## src/rtl/uart_fifo_tx.sv

```systemverilog
// uart_fifo_tx: FIFO-buffered UART transmitter with per-frame baud select and zero-gap back-to-back frames.
// Build macro UART_PARITY_EN adds an even parity bit (8E1); without it the framing is 8N1.
module uart_fifo_tx #(
  parameter int CLK_HZ  = 50_000_000,
  parameter int FIFO_AW = 4
) (
  input  logic             Clk,
  input  logic             Rst,
  input  logic [2:0]       baud_set,
  input  logic [7:0]       data_byte,
  input  logic             wr_en,
  output logic             full,
  output logic [FIFO_AW:0] fifo_level,
  output logic             Rs232_Tx,
  output logic             Tx_Done,
  output logic             uart_state
);

  localparam int DEPTH = 2 ** FIFO_AW;
  localparam int CW    = $clog2(CLK_HZ / 9600 + 1);

  localparam logic [CW-1:0] DIV_9600   = CW'(CLK_HZ / 9600);
  localparam logic [CW-1:0] DIV_19200  = CW'(CLK_HZ / 19200);
  localparam logic [CW-1:0] DIV_38400  = CW'(CLK_HZ / 38400);
  localparam logic [CW-1:0] DIV_57600  = CW'(CLK_HZ / 57600);
  localparam logic [CW-1:0] DIV_115200 = CW'(CLK_HZ / 115200);

`ifdef UART_PARITY_EN
  typedef enum logic [2:0] {IDLE, START, DATA, PARITY, STOP} state_t;
`else
  typedef enum logic [1:0] {IDLE, START, DATA, STOP} state_t;
`endif

  state_t             state;
  logic [7:0]         mem [DEPTH];
  logic [FIFO_AW-1:0] wr_ptr;
  logic [FIFO_AW-1:0] rd_ptr;
  logic [7:0]         head;
  logic               push;
  logic               pop;
  logic [CW-1:0]      cnt;
  logic [CW-1:0]      div;
  logic               bit_end;
  logic [2:0]         bit_idx;
  logic [7:0]         shift;
`ifdef UART_PARITY_EN
  logic               parity;
`endif

  function automatic logic [CW-1:0] div_for(input logic [2:0] sel);
    case (sel)
      3'd0:    div_for = DIV_9600;
      3'd1:    div_for = DIV_19200;
      3'd2:    div_for = DIV_38400;
      3'd3:    div_for = DIV_57600;
      default: div_for = DIV_115200;
    endcase
  endfunction

  assign head    = mem[rd_ptr];
  assign push    = wr_en && !full;
  assign bit_end = (cnt == div - 1'b1);
  // A new frame is fetched either from idle or on the very last stop-bit cycle, so frames abut.
  assign pop     = (fifo_level != '0) && ((state == IDLE) || ((state == STOP) && bit_end));

  always_ff @(posedge Clk) begin
    if (push) begin
      mem[wr_ptr] <= data_byte;
    end
  end

  always_ff @(posedge Clk) begin
    if (Rst) begin
      wr_ptr     <= '0;
      rd_ptr     <= '0;
      fifo_level <= '0;
      full       <= 1'b0;
    end else begin
      if (push) begin
        wr_ptr <= wr_ptr + 1'b1;
      end
      if (pop) begin
        rd_ptr <= rd_ptr + 1'b1;
      end
      case ({push, pop})
        2'b10: begin
          fifo_level <= fifo_level + 1'b1;
          full       <= (fifo_level == (FIFO_AW + 1)'(DEPTH - 1));
        end
        2'b01: begin
          fifo_level <= fifo_level - 1'b1;
          full       <= 1'b0;
        end
        default: ;
      endcase
    end
  end

  always_ff @(posedge Clk) begin
    if (Rst) begin
      state      <= IDLE;
      cnt        <= '0;
      div        <= DIV_115200;
      bit_idx    <= '0;
      shift      <= '0;
      Rs232_Tx   <= 1'b1;
      Tx_Done    <= 1'b0;
      uart_state <= 1'b0;
`ifdef UART_PARITY_EN
      parity     <= 1'b0;
`endif
    end else begin
      Tx_Done <= 1'b0;
      if (state != IDLE) begin
        cnt <= bit_end ? '0 : cnt + 1'b1;
      end
      case (state)
        IDLE: Rs232_Tx <= 1'b1;
        START: begin
          if (bit_end) begin
            state    <= DATA;
            Rs232_Tx <= shift[0];
          end
        end
        DATA: begin
          if (bit_end) begin
            if (bit_idx == 3'd7) begin
`ifdef UART_PARITY_EN
              state    <= PARITY;
              Rs232_Tx <= parity;
`else
              state    <= STOP;
              Rs232_Tx <= 1'b1;
`endif
            end else begin
              bit_idx  <= bit_idx + 1'b1;
              shift    <= shift >> 1;
              Rs232_Tx <= shift[1];
            end
          end
        end
`ifdef UART_PARITY_EN
        PARITY: begin
          if (bit_end) begin
            state    <= STOP;
            Rs232_Tx <= 1'b1;
          end
        end
`endif
        STOP: begin
          // Registered pulse, so it is raised one cycle ahead to land on the final stop cycle.
          if (cnt == div - CW'(2)) begin
            Tx_Done <= 1'b1;
          end
          if (bit_end) begin
            state      <= IDLE;
            uart_state <= 1'b0;
          end
        end
        default: state <= IDLE;
      endcase
      // Loading a frame overrides whatever the state branch chose this cycle.
      if (pop) begin
        state      <= START;
        shift      <= head;
        div        <= div_for(baud_set);
        bit_idx    <= '0;
        cnt        <= '0;
        Rs232_Tx   <= 1'b0;
        uart_state <= 1'b1;
`ifdef UART_PARITY_EN
        parity     <= ^head;
`endif
      end
    end
  end

endmodule
```

## config.mk

```make
export PLATFORM = sky130hd
export DESIGN_NAME = uart_fifo_tx
export DESIGN_NICKNAME = d
export VERILOG_FILES = /design/src/rtl/uart_fifo_tx.sv
export SDC_FILE = /design/constraint.sdc
export NUM_CORES = 1
export LEC_CHECK = 0
export BUFFER_PORTS_ARGS = -buffer_cell sky130_fd_sc_hd__buf_2
export CORE_MARGIN = 5
export CORE_UTILIZATION = 65
export CTS_CLUSTER_DIAMETER = 50
export DETAILED_ROUTE_END_ITERATION = 8
export GPL_TIMING_DRIVEN = 0
export PLACE_DENSITY = 0.83
export SLEW_MARGIN = 5
export SYNTH_ARGS = -nofsm -noshare
export SYNTH_HDL_FRONTEND = slang
export SYNTH_SLANG_ARGS = --single-unit
```

## constraint.sdc

```tcl
create_clock -name Clk -period 9.8 [get_ports Clk]
set_input_delay 1.96 -clock Clk [delete_from_list [all_inputs] [get_ports Clk]]
set_output_delay 1.96 -clock Clk [all_outputs]
set_load 0.02 [all_outputs]
```

==> metrics.csv <==
metric,value,unit
fmax,196,MHz
finish.instance_area,9110,µm²
cts_tree,yes,
drc_errors,0,
rsz0062_at_grt,false,
fin_ws,4.69,ns
synth_seq_cells,187,
drtAntennaViolNets,0,
dp.final_hpwl,12000,µm
start_kind,flop,
grt_pass1_wl,28500,µm
ys_warn_count,0,
ioPinCount,23,
overflow,0,
synth_edf_count,128,
final-setup-viol-count,0,
io_buffers,22,
post_drt_via_cell_ratio,6.37,
clkSinkCount,187,
final_common_cell,edfxtp_1,
slew_violations,0,
path_clk_slew,0.07,ns
wl_per_cell,22.3,µm
die_h,122,µm
finalSetupTns,0,ns
die-area,14900,µm²
drt_wl_total,18000,µm
async_flop_share,0,%
p_leak,0.00299,µW
track_usage,26.4,%
crit_arrival,5.47,ns
status,completed,
grt_busiest_layer,met2,
met2_usage,47.2,%
die_w,122,µm
holdCritPathClass,reg2reg,
synthFlopType,edfxtp_1,
yosys.cell_types.count,59,
critPathRequiredTime,10.16,ns
root_buffer,clkbuf_16,
rows,41,
syn-instance-count,582,
cts_resized,0,
syn-num-nets,615,
area_growth,11.3,%
cts_setup_buffers,0,
nets,656,
grt_max_degree,18,
critPathKind,reg2reg,
finalClockSkew,0.00610,ns
h-tree-depth,4,
layout_common_cells,"edfxtp_1 (128), dfxtp_1 (59), nor2_1 (46)",
cts_hold_buf,0,
syn_avg_cell_area,14.1,µm²
crit_path_end_kind,flop,
period_needed,5.11,ns
dpl_cell_area,8510,µm²
grt_use_met1,31.2,%
antenna_found_initial,0,
core,12500,µm²
numCtsBuffers,17,
ir_drop,0.000166,V
worstPathMaxFanout,10,
clockBufferDepth,2,
dp_slack,4.76,ns
drt-initial-drc-count,434,
insertedDiodeCount,0,
fin_crit_sh,52.1,%
cap_viol_max_count,0,
grt_pass1_vias,5198,
start_util,65.7,%
drt_pass1_iterations,5,
fin_hold_ws,0.466,ns
vias,5149,
total_power,2290,µW
insertion_delay,0.44,ns
final_hold_viol_count,0,
tightest_slew,1.26,ns
ys_seq_area_share,61.4,%
layout-drive-gt1-share,17.5,%
syn_area,8190,µm²
met3_usage,5.76,%
p_per_area,251,nW/µm²
place.gp.congestion,0.941,
maxSlewHeadroom,15.4,%
[cell families (layout without fill, tap and decap cells)]
| logic type | after synthesis | in the layout | share of synthesized area [%] |
|---|---|---|---|
| AO/OA/AOI/OAI | 100 | 100 | 8.35 |
| XOR/XNOR | 35 | 35 | 3.74 |
| adder cells (fa/ha/maj) | 19 | 19 | 2.90 |
| buffers and inverters | 47 | 101 | 2.23 |
| flip-flops | 187 | 187 | 61.4 |
| multiplexers | 50 | 50 | 12.2 |
| AND/OR/NAND/NOR | 144 | 144 | 9.16 |
[cells in the mapped netlist (6+ instances only)]
cell type	n	area share (%)
edfxtp_1	128	47
dfxtp_1	59	14
nor2_1	46	2.1
mux4_2	40	11
a21oi_1	35	2.1
xor2_1	22	2.4
clkbuf_1	21	0.96
ha_1	19	2.9
nand2_1	19	0.87
o21ai_0	17	1.0
inv_1	15	0.69
nor3_1	13	0.79
xnor2_1	13	1.4
mux2i_1	10	1.2
nand3_1	10	0.61
o31ai_1	9	0.83
and3_1	8	0.61
or4_1	8	0.73
a21o_1	7	0.64
nand4_1	7	0.53
nand2b_1	6	0.46
[layout make-up]
cell class / instances / area, µm²
timing repair buffer: 22 / 110
multi-input combinational: 348 / 2990
clock inverter: 14 / 164
sequential: 187 / 5020
tap: 172 / 215
clock buffer: 18 / 429
fill: 796 / 3350
buffer: 31 / 123
inverter: 16 / 60.1
[registers in the layout, indices dropped and copies added, names as in the netlist, named ones only]
name        flops
Tx_Done         1
cnt            13
rd_ptr          4
wr_ptr          4
mem           128
state           2
shift           8
uart_state      1
Rs232_Tx        1
fifo_level      5
full            1
div            12
bit_idx         3
[final timing paths]
path	end	depth (start not counted)	slack [ns]	startpoint
worst max-delay path	fifo_level[4]$_SDFFE_PP0P_	20	4.69	div[1]$_SDFFE_PP1N_
worst min register to register	uart_state$_SDFFE_PP0P_	2	0.47	uart_state$_SDFFE_PP0P_
worst max register to register	fifo_level[4]$_SDFFE_PP0P_	20	4.69	div[1]$_SDFFE_PP1N_
worst min-delay path	uart_state$_SDFFE_PP0P_	2	0.47	uart_state$_SDFFE_PP0P_
[metal layers]
layer | share of wire (%) | vias to the layer above
met5 | 0 | -
met4 | 3.0 | 0
met3 | 5.8 | 40
met2 | 53 | 205
met1 | 38 | 2593
li1 | - | 2311
[critical path: stages (launching register included)]
cell and delay, ns:
dfxtp_1 0.30, buf_2 0.16, inv_1 0.07, ha_1 0.30, or4b_4 0.53, o21a_1 0.20
o211ai_1 0.42, a211oi_4 0.17, a31o_2 0.28, nand2_2 0.17, clkinv_1 0.37, ha_1 0.35
clkbuf_1 0.21, xor2_1 0.19, ha_1 0.22, o21ai_0 0.16, a21oi_1 0.09, a21oi_1 0.21
xor2_1 0.12, or3_1 0.33, a21oi_1 0.16
[per-stage QoR]
stage               instances  utilization (%)
CTS                       808             73.0
floorplan                 582                -
finish                    808             73.1
global placement          776             68.3
detailed placement        776             68.3
global route              808             73.1
[power breakdown]
| part | leakage, µW | internal [µW] | switching [µW] |
|---|---|---|---|
| Combinational | 0.00107 | 258 | 393 |
| Sequential | 0.00164 | 899 | 54.2 |
| Clock | 0.000278 | 381 | 304 |
| Total | 0.00299 | 1540 | 752 |
Note: power is estimated with default switching activity, not from simulation.
